## src/rtl/fetch_queue.sv

```systemverilog
// Fetch stage: owns the fetch PC, issues 1-cycle-latency imem reads and buffers responses
// in a DEPTH-entry prefetch queue for decode. Optional FETCH_PERF_EN adds stall/flush counters.
module fetch_queue #(
    parameter int PC_WIDTH    = 16,
    parameter int INSTR_WIDTH = 32,
    parameter int DEPTH       = 4,
    parameter logic [PC_WIDTH-1:0] RESET_PC = '0
) (
    input  logic                   clk_i,
    input  logic                   rst_i,
    output logic                   imem_req_o,
    output logic [PC_WIDTH-1:0]    imem_addr_o,
    input  logic [INSTR_WIDTH-1:0] imem_rdata_i,
    input  logic                   redirect_i,
    input  logic [PC_WIDTH-1:0]    redirect_pc_i,
    output logic                   valid_o,
    input  logic                   ready_i,
    output logic [INSTR_WIDTH-1:0] instr_o,
    output logic [PC_WIDTH-1:0]    pc_o,
    output logic [PC_WIDTH-1:0]    pc_inced_o
`ifdef FETCH_PERF_EN
    ,
    output logic [31:0]            stall_cnt_o,
    output logic [31:0]            flush_cnt_o
`endif
);
    localparam int PW = $clog2(DEPTH);
    localparam int CW = PW + 1;
    localparam logic [CW-1:0]       FULL = CW'(DEPTH);
    localparam logic [PC_WIDTH-1:0] STEP = PC_WIDTH'(4);

    logic [PC_WIDTH-1:0]    pc_reg;
    logic [PC_WIDTH-1:0]    issued_pc_reg;
    logic                   inflight_reg;
    logic [CW-1:0]          count_reg;
    logic [PW-1:0]          wr_ptr_reg;
    logic [PW-1:0]          rd_ptr_reg;
    logic [INSTR_WIDTH-1:0] instr_mem [DEPTH];
    logic [PC_WIDTH-1:0]    pc_mem [DEPTH];

    logic          issue;
    logic          push;
    logic          pop;
    logic [CW-1:0] used;

    // Credits count both stored entries and the response still on its way.
    assign used  = count_reg + {{(CW-1){1'b0}}, inflight_reg};
    assign issue = !rst_i && !redirect_i && (used < FULL);
    assign push  = inflight_reg && !redirect_i;
    assign pop   = valid_o && ready_i && !redirect_i;

    assign imem_req_o  = issue;
    assign imem_addr_o = pc_reg;
    assign valid_o     = (count_reg != '0);
    assign instr_o     = instr_mem[rd_ptr_reg];
    assign pc_o        = pc_mem[rd_ptr_reg];
    assign pc_inced_o  = pc_mem[rd_ptr_reg] + STEP;

    always_ff @(posedge clk_i or posedge rst_i) begin
        if (rst_i) begin
            pc_reg        <= RESET_PC;
            issued_pc_reg <= '0;
            inflight_reg  <= 1'b0;
            count_reg     <= '0;
            wr_ptr_reg    <= '0;
            rd_ptr_reg    <= '0;
        end else if (redirect_i) begin
            // Clearing inflight also drops the response due next cycle.
            pc_reg       <= {redirect_pc_i[PC_WIDTH-1:2], 2'b00};
            inflight_reg <= 1'b0;
            count_reg    <= '0;
            wr_ptr_reg   <= '0;
            rd_ptr_reg   <= '0;
        end else begin
            inflight_reg <= issue;
            if (issue) begin
                pc_reg        <= pc_reg + STEP;
                issued_pc_reg <= pc_reg;
            end
            if (push) wr_ptr_reg <= wr_ptr_reg + 1'b1;
            if (pop)  rd_ptr_reg <= rd_ptr_reg + 1'b1;
            unique case ({push, pop})
                2'b10:   count_reg <= count_reg + 1'b1;
                2'b01:   count_reg <= count_reg - 1'b1;
                default: count_reg <= count_reg;
            endcase
        end
    end

    always_ff @(posedge clk_i) begin
        if (push) begin
            instr_mem[wr_ptr_reg] <= imem_rdata_i;
            pc_mem[wr_ptr_reg]    <= issued_pc_reg;
        end
    end

`ifdef FETCH_PERF_EN
    always_ff @(posedge clk_i or posedge rst_i) begin
        if (rst_i) begin
            stall_cnt_o <= '0;
            flush_cnt_o <= '0;
        end else begin
            if (valid_o && !ready_i && stall_cnt_o != '1) stall_cnt_o <= stall_cnt_o + 1'b1;
            if (redirect_i && flush_cnt_o != '1)          flush_cnt_o <= flush_cnt_o + 1'b1;
        end
    end
`endif
endmodule

```

## config.mk

```make
export PLATFORM = sky130hd
export DESIGN_NAME = fetch_queue
export DESIGN_NICKNAME = d
export VERILOG_FILES = /design/src/rtl/fetch_queue.sv
export SDC_FILE = /design/constraint.sdc
export NUM_CORES = 1
export LEC_CHECK = 0
export BUFFER_PORTS_ARGS = -buffer_cell sky130_fd_sc_hd__buf_2
export CAP_MARGIN = 5
export CORE_MARGIN = 2
export CORE_UTILIZATION = 40
export DETAILED_ROUTE_END_ITERATION = 8
export GPL_TIMING_DRIVEN = 0
export PLACE_DENSITY = 0.65
export SKIP_CTS_REPAIR_TIMING = 1
export SYNTH_ARGS = -nofsm -noshare
export SYNTH_HDL_FRONTEND = slang
export SYNTH_SLANG_ARGS = --single-unit
```

## constraint.sdc

```tcl
create_clock -name clk_i -period 3.5 [get_ports clk_i]
set_input_delay 0.7 -clock clk_i [delete_from_list [all_inputs] [get_ports clk_i]]
set_output_delay 0.7 -clock clk_i [all_outputs]
set_load 0.05 [all_outputs]
```

After elaboration in Yosys (flattened, before gate mapping)
Memory sizes are Yosys's and may differ from the RTL's.
Index checks and enable logic that the tools add are counted.
{ "totals": {"ff_bits": 40, "elab_cells": 43, "mem_count": 2, "mem_bits_rw": 192, "out_inout_bits": 82, "input_bits": 52} }
{ "memory_table": {"columns": ["memory", "depth", "width", "read_ports", "rd_clocked_by_memory_dff", "write_ports", "line_no", "rtl"], "rows": [
  ["instr_mem", 4, 32, 1, 0, 1, "38", "logic [INSTR_WIDTH-1:0] instr_mem [DEPTH];"],
  ["pc_mem", 4, 16, 1, 0, 1, "39", "logic [PC_WIDTH-1:0] pc_mem [DEPTH];"]
]} }
{ "classes": {"n_reduce_logical": 13, "muxes": 11, "addsub": 7, "n_lt_le_gt_ge": 1, "n_bitwise": 1, "eq_ne": 2} }
{ "op_table": {"columns": ["operator", "count"], "rows": [
  ["adder 16 x 3 -> 16 bit (second input constant)", 2],
  ["two-way mux 16 bit", 2],
  ["two-way mux 2 bit", 4],
  ["case mux 3 bit (2 select lines)", 1],
  ["nonzero test 2 bit", 3],
  ["nonzero test 3 bit", 2],
  ["logical AND 1 bit", 5],
  ["adder 2 x 1 -> 2 bit (second input constant)", 2],
  ["adder 3 x 1 -> 3 bit", 1],
  ["adder 3 x 1 -> 3 bit (second input constant)", 1],
  ["less-than comparator 3 bit (second input constant)", 1],
  ["two-way mux 1 bit", 3],
  ["two-way mux 3 bit", 1],
  ["subtractor 3 x 1 -> 3 bit (second input constant)", 1],
  ["== test 2 x 1 -> 1 bit (second input constant)", 1],
  ["== test 2 bit (second input constant)", 1],
  ["zero test 1 bit", 2],
  ["AND reduction 2 bit", 1],
  ["inverter 1 bit", 1]
]} }

Logic depth before layout (Yosys ltp)
{ "depth": {"ltp_word": 6, "mapped_depth": 7, "mapped_depth_nobuf": 6} }

Least setup slack after synthesis
OpenSTA, ideal clock, no wires.
{ "synth_path": {"path_kind": "reg2out", "from": "register rd_ptr_reg[0]", "to": "output pc_inced_o[14]", "required_time_ns": 2.800, "path_buffers": 1, "path_stages_with_launch": 7, "path_slack_ns": 0.173, "arrival_ns": 2.627, "path_cell_list": "dfrtp_1 > buf_6 > mux4_2 > ha_1 > and3_1 > nor4b_4 > xor2_1"} }
{ "synth_via": {"elab_chain_len": 2} }
{ "synth_rtl": {"columns": ["item", "line_no", "rtl"], "rows": [
  ["from (decl)", "37", "logic [PW-1:0] rd_ptr_reg;"],
  ["from (signal assigned)", "81", "if (pop) rd_ptr_reg <= rd_ptr_reg + 1'b1;"],
  ["memory read (4 x 16 bit)", null, null],
  ["net pc_o[2]", "19", "output logic [PC_WIDTH-1:0] pc_o,"],
  ["adder 16 x 3 -> 16 bit", "57", "assign pc_inced_o = pc_mem[rd_ptr_reg] + STEP;"],
  ["to (decl)", "20", "output logic [PC_WIDTH-1:0] pc_inced_o"]
]} }
The timed path passes the listed nets, and every way through them passes these cells.

Worst setup path after layout
{ "layout_path": {"from": "register rd_ptr_reg[0]", "to": "output pc_inced_o[14]"} }
{ "layout_via": {"elab_chain_len": 2} }
{ "layout_rtl": {"columns": ["item", "line_no"], "rows": [
  ["memory read (4 x 16 bit)", null],
  ["adder 16 x 3 -> 16 bit", "57"]
]} }
No other way between the ends.

==> impl_metrics.ini <==
[layout]
layout_commonest_cell = edfxtp_1
final_util_pct = 49.0
num-nets-final = 673
fillers = 1836
largest_reg_flops = 128
top_register = instr_mem
finalNonFillerCells = 910
final_cell_area_um2 = 10700
final_cell_mix = 184 x edfxtp_1, 128 x buf_2, 41 x mux4_2, 36 x dfrtp_1, 23 x clkbuf_16
regArea_um2 = 6430
layout-drive-gt1-share_pct = 39.5
multiInputGateArea_um2 = 2240
area_delta_synth_final_pct = 20.6
n_antenna_cell = 0
reg_top3 = instr_mem (128), pc_mem (56)

[clock_tree]
cts_tree = done
clock_tree.htree_level_count = 1
insertion_delay_ps = 500
clk_pin_slew_worst_paths_ps = 60
numCtsBuffers = 23
clockBufferDepth = 3
root_buffer = clkbuf_16
cts.sinks = 220

[floorplanning]
rows = 54
fp.coreArea_um2 = 21800
initial_core_util_pct = 40.6
die_area_um2 = 23300
die_h_um = 153
fp.dieW_um = 153
io_pins = 134

[grt]
grt_max_degree = 29
gr-usage-met1_pct = 18.6
grt_antenna_before_repair = 0
overflow = 0
grt-busiest-layer = met2
grtUsageTotal_pct = 14.1
met3_usage_pct = 2.47
gr-usage-met2_pct = 24.3
grt_pass1_vias = 4958
grt_pass1_wl_um = 26200

[sta]
layout_setup_ws_ps = 131
hold_ws_ps = 410
clock.fmax_mhz = 297
setup_tns_ps = 0
worstMarginPinSlew_ps = 906
clock_skew_ps = 11.8
rsz0062_at_grt = no
finalSetupViolCount = 0
period_needed_ps = 3370
final.period_utilization_pct = 96.3
hold_violations = 0
relSlewSlack_pct = 39.5
drv_slew = 0

[power]
leakage_nw = 3.81
vdd_drop_max_uv = 318
p_total_mw = 7.69
power_density_nw_per_um2 = 722

[setup_path]
r2r_cells = 6
r2r-end = count_reg[2]$_DFFE_PP0P_
crit_fanout = 10
start_kind = register
reg2reg_from = count_reg[0]$_DFFE_PP0P_
critical_path_class = reg -> out
worstSetupEndpointType = output port
crit_required_ps = 2800
worstPathArrival_ps = 2670
r2r_slack_ps = 1170

[hold_path]
holdPathStages = 1
min_path_type = in -> reg
min_from = imem_rdata_i[7]
hold_end = instr_mem[0][7]$_DFFE_PP_

[drt]
drt.antenna.violating_nets = 0
drt-total-wl_um = 16600
viasPerCell = 5.17
remaining_drc_errors = 0
drt-initial-drc-count = 257
detail_route.wl_per_cell_um = 18.3
first_pass_iters = 5
vias = 4702

[synthesis]
synthArstFlopShare_pct = 16.4
synthFlopType = edfxtp_1
synth_warnings = 0
netlist_area_um2 = 8830
synth_edf_count = 184
avgSynthCellArea_um2 = 19.6
netlist_instances = 451
yosysSeqAreaShare_pct = 72.7
ys_seq_elements = 220
synth.distinct_cells = 50

[placed_design]
placed_cells = 866
io_buffers = 125
place_ws_ps = 558
post-dp-hpwl_um = 11200
placed_area_um2 = 9940
place_congestion = 0.847

[run]
drv_cap = 0

[run_status]
status = completed
-- cell families after synthesis --
kind of cell / share of synthesized area, %
compound gates: 2.49
xor+xnor: 2.18
fa+ha+maj: 1.08
buf+inv: 2.18
flops: 72.7
mux: 14.1
other cells: 0.0425
simple gates: 5.21
-- layer usage --
layer  part of all wire (%)  up-vias
met5                      0        -
met4                    1.9        0
met3                    5.0       25
met1                     43     2396
li1                       -     2147
met2                     50      134
-- power breakdown --
part           switching, mW  internal, mW  total, mW
Combinational           1.52         0.702       2.22
Sequential             0.179          3.10       3.28
Clock                  0.915          1.27       2.18
Total                   2.61          5.07       7.69
-- area by class of cell --
class,instances,share of cell area [%]
Clock buffer,25,5.47
Clock inverter,16,0.952
Tap cell,280,3.29
Buffer,22,1.53
Inverter,8,0.282
Multi-Input combinational cell,206,21.0
Timing Repair Buffer,133,7.12
Sequential cell,220,60.3
-- critical path, cell delays in order, from the launching register on --
cell and delay, ps:
dfrtp_1 400, buf_6 210, mux4_2 590, ha_1 260, and3_1 190, nor4b_4 140, xor2_1 130, clkbuf_4 250
-- cells in the mapped netlist, types with 3 or more instances --
| master | n | area, um2 |
|---|---|---|
| mux4_2 | 41 | 923 |
| xor2_1 | 11 | 96.3 |
| mux2_2 | 14 | 158 |
| dfrtp_1 | 36 | 901 |
| or3_1 | 3 | 18.8 |
| buf_2 | 4 | 20.0 |
| buf_4 | 7 | 52.6 |
| nor3_1 | 5 | 25.0 |
| clkbuf_1 | 6 | 22.5 |
| nor2_1 | 13 | 48.8 |
| and4_1 | 3 | 26.3 |
| ha_1 | 6 | 75.1 |
| edfxtp_1 | 184 | 5530 |
| buf_6 | 3 | 33.8 |
| o31ai_1 | 3 | 22.5 |
| and2_1 | 6 | 37.5 |
| mux4_1 | 5 | 131 |
| xnor2_1 | 11 | 96.3 |
| nand2_1 | 15 | 56.3 |
| and3_1 | 7 | 43.8 |
| inv_1 | 8 | 30.0 |
| nand3_1 | 8 | 40.0 |
| o21ai_0 | 12 | 60.1 |
| mux2i_1 | 3 | 30.0 |
| a31oi_1 | 8 | 50.1 |
-- worst max-delay path by stage --
stage | start | end | cells after the start
final | rd_ptr_reg[0]$_DFFE_PP0P_ | pc_inced_o[14] | 7
after floorplan | rd_ptr_reg[0]$_DFFE_PP0P_ | pc_inced_o[14] | 6
after global routing | rd_ptr_reg[0]$_DFFE_PP0P_ | pc_inced_o[14] | 7
after global placement | redirect_i | instr_mem[0][4]$_DFFE_PP_ | 3
after detailed placement | rd_ptr_reg[0]$_DFFE_PP0P_ | pc_inced_o[14] | 7
after CTS | rd_ptr_reg[0]$_DFFE_PP0P_ | pc_inced_o[14] | 7
No activity file was read; power rests on OpenSTA's default activity.
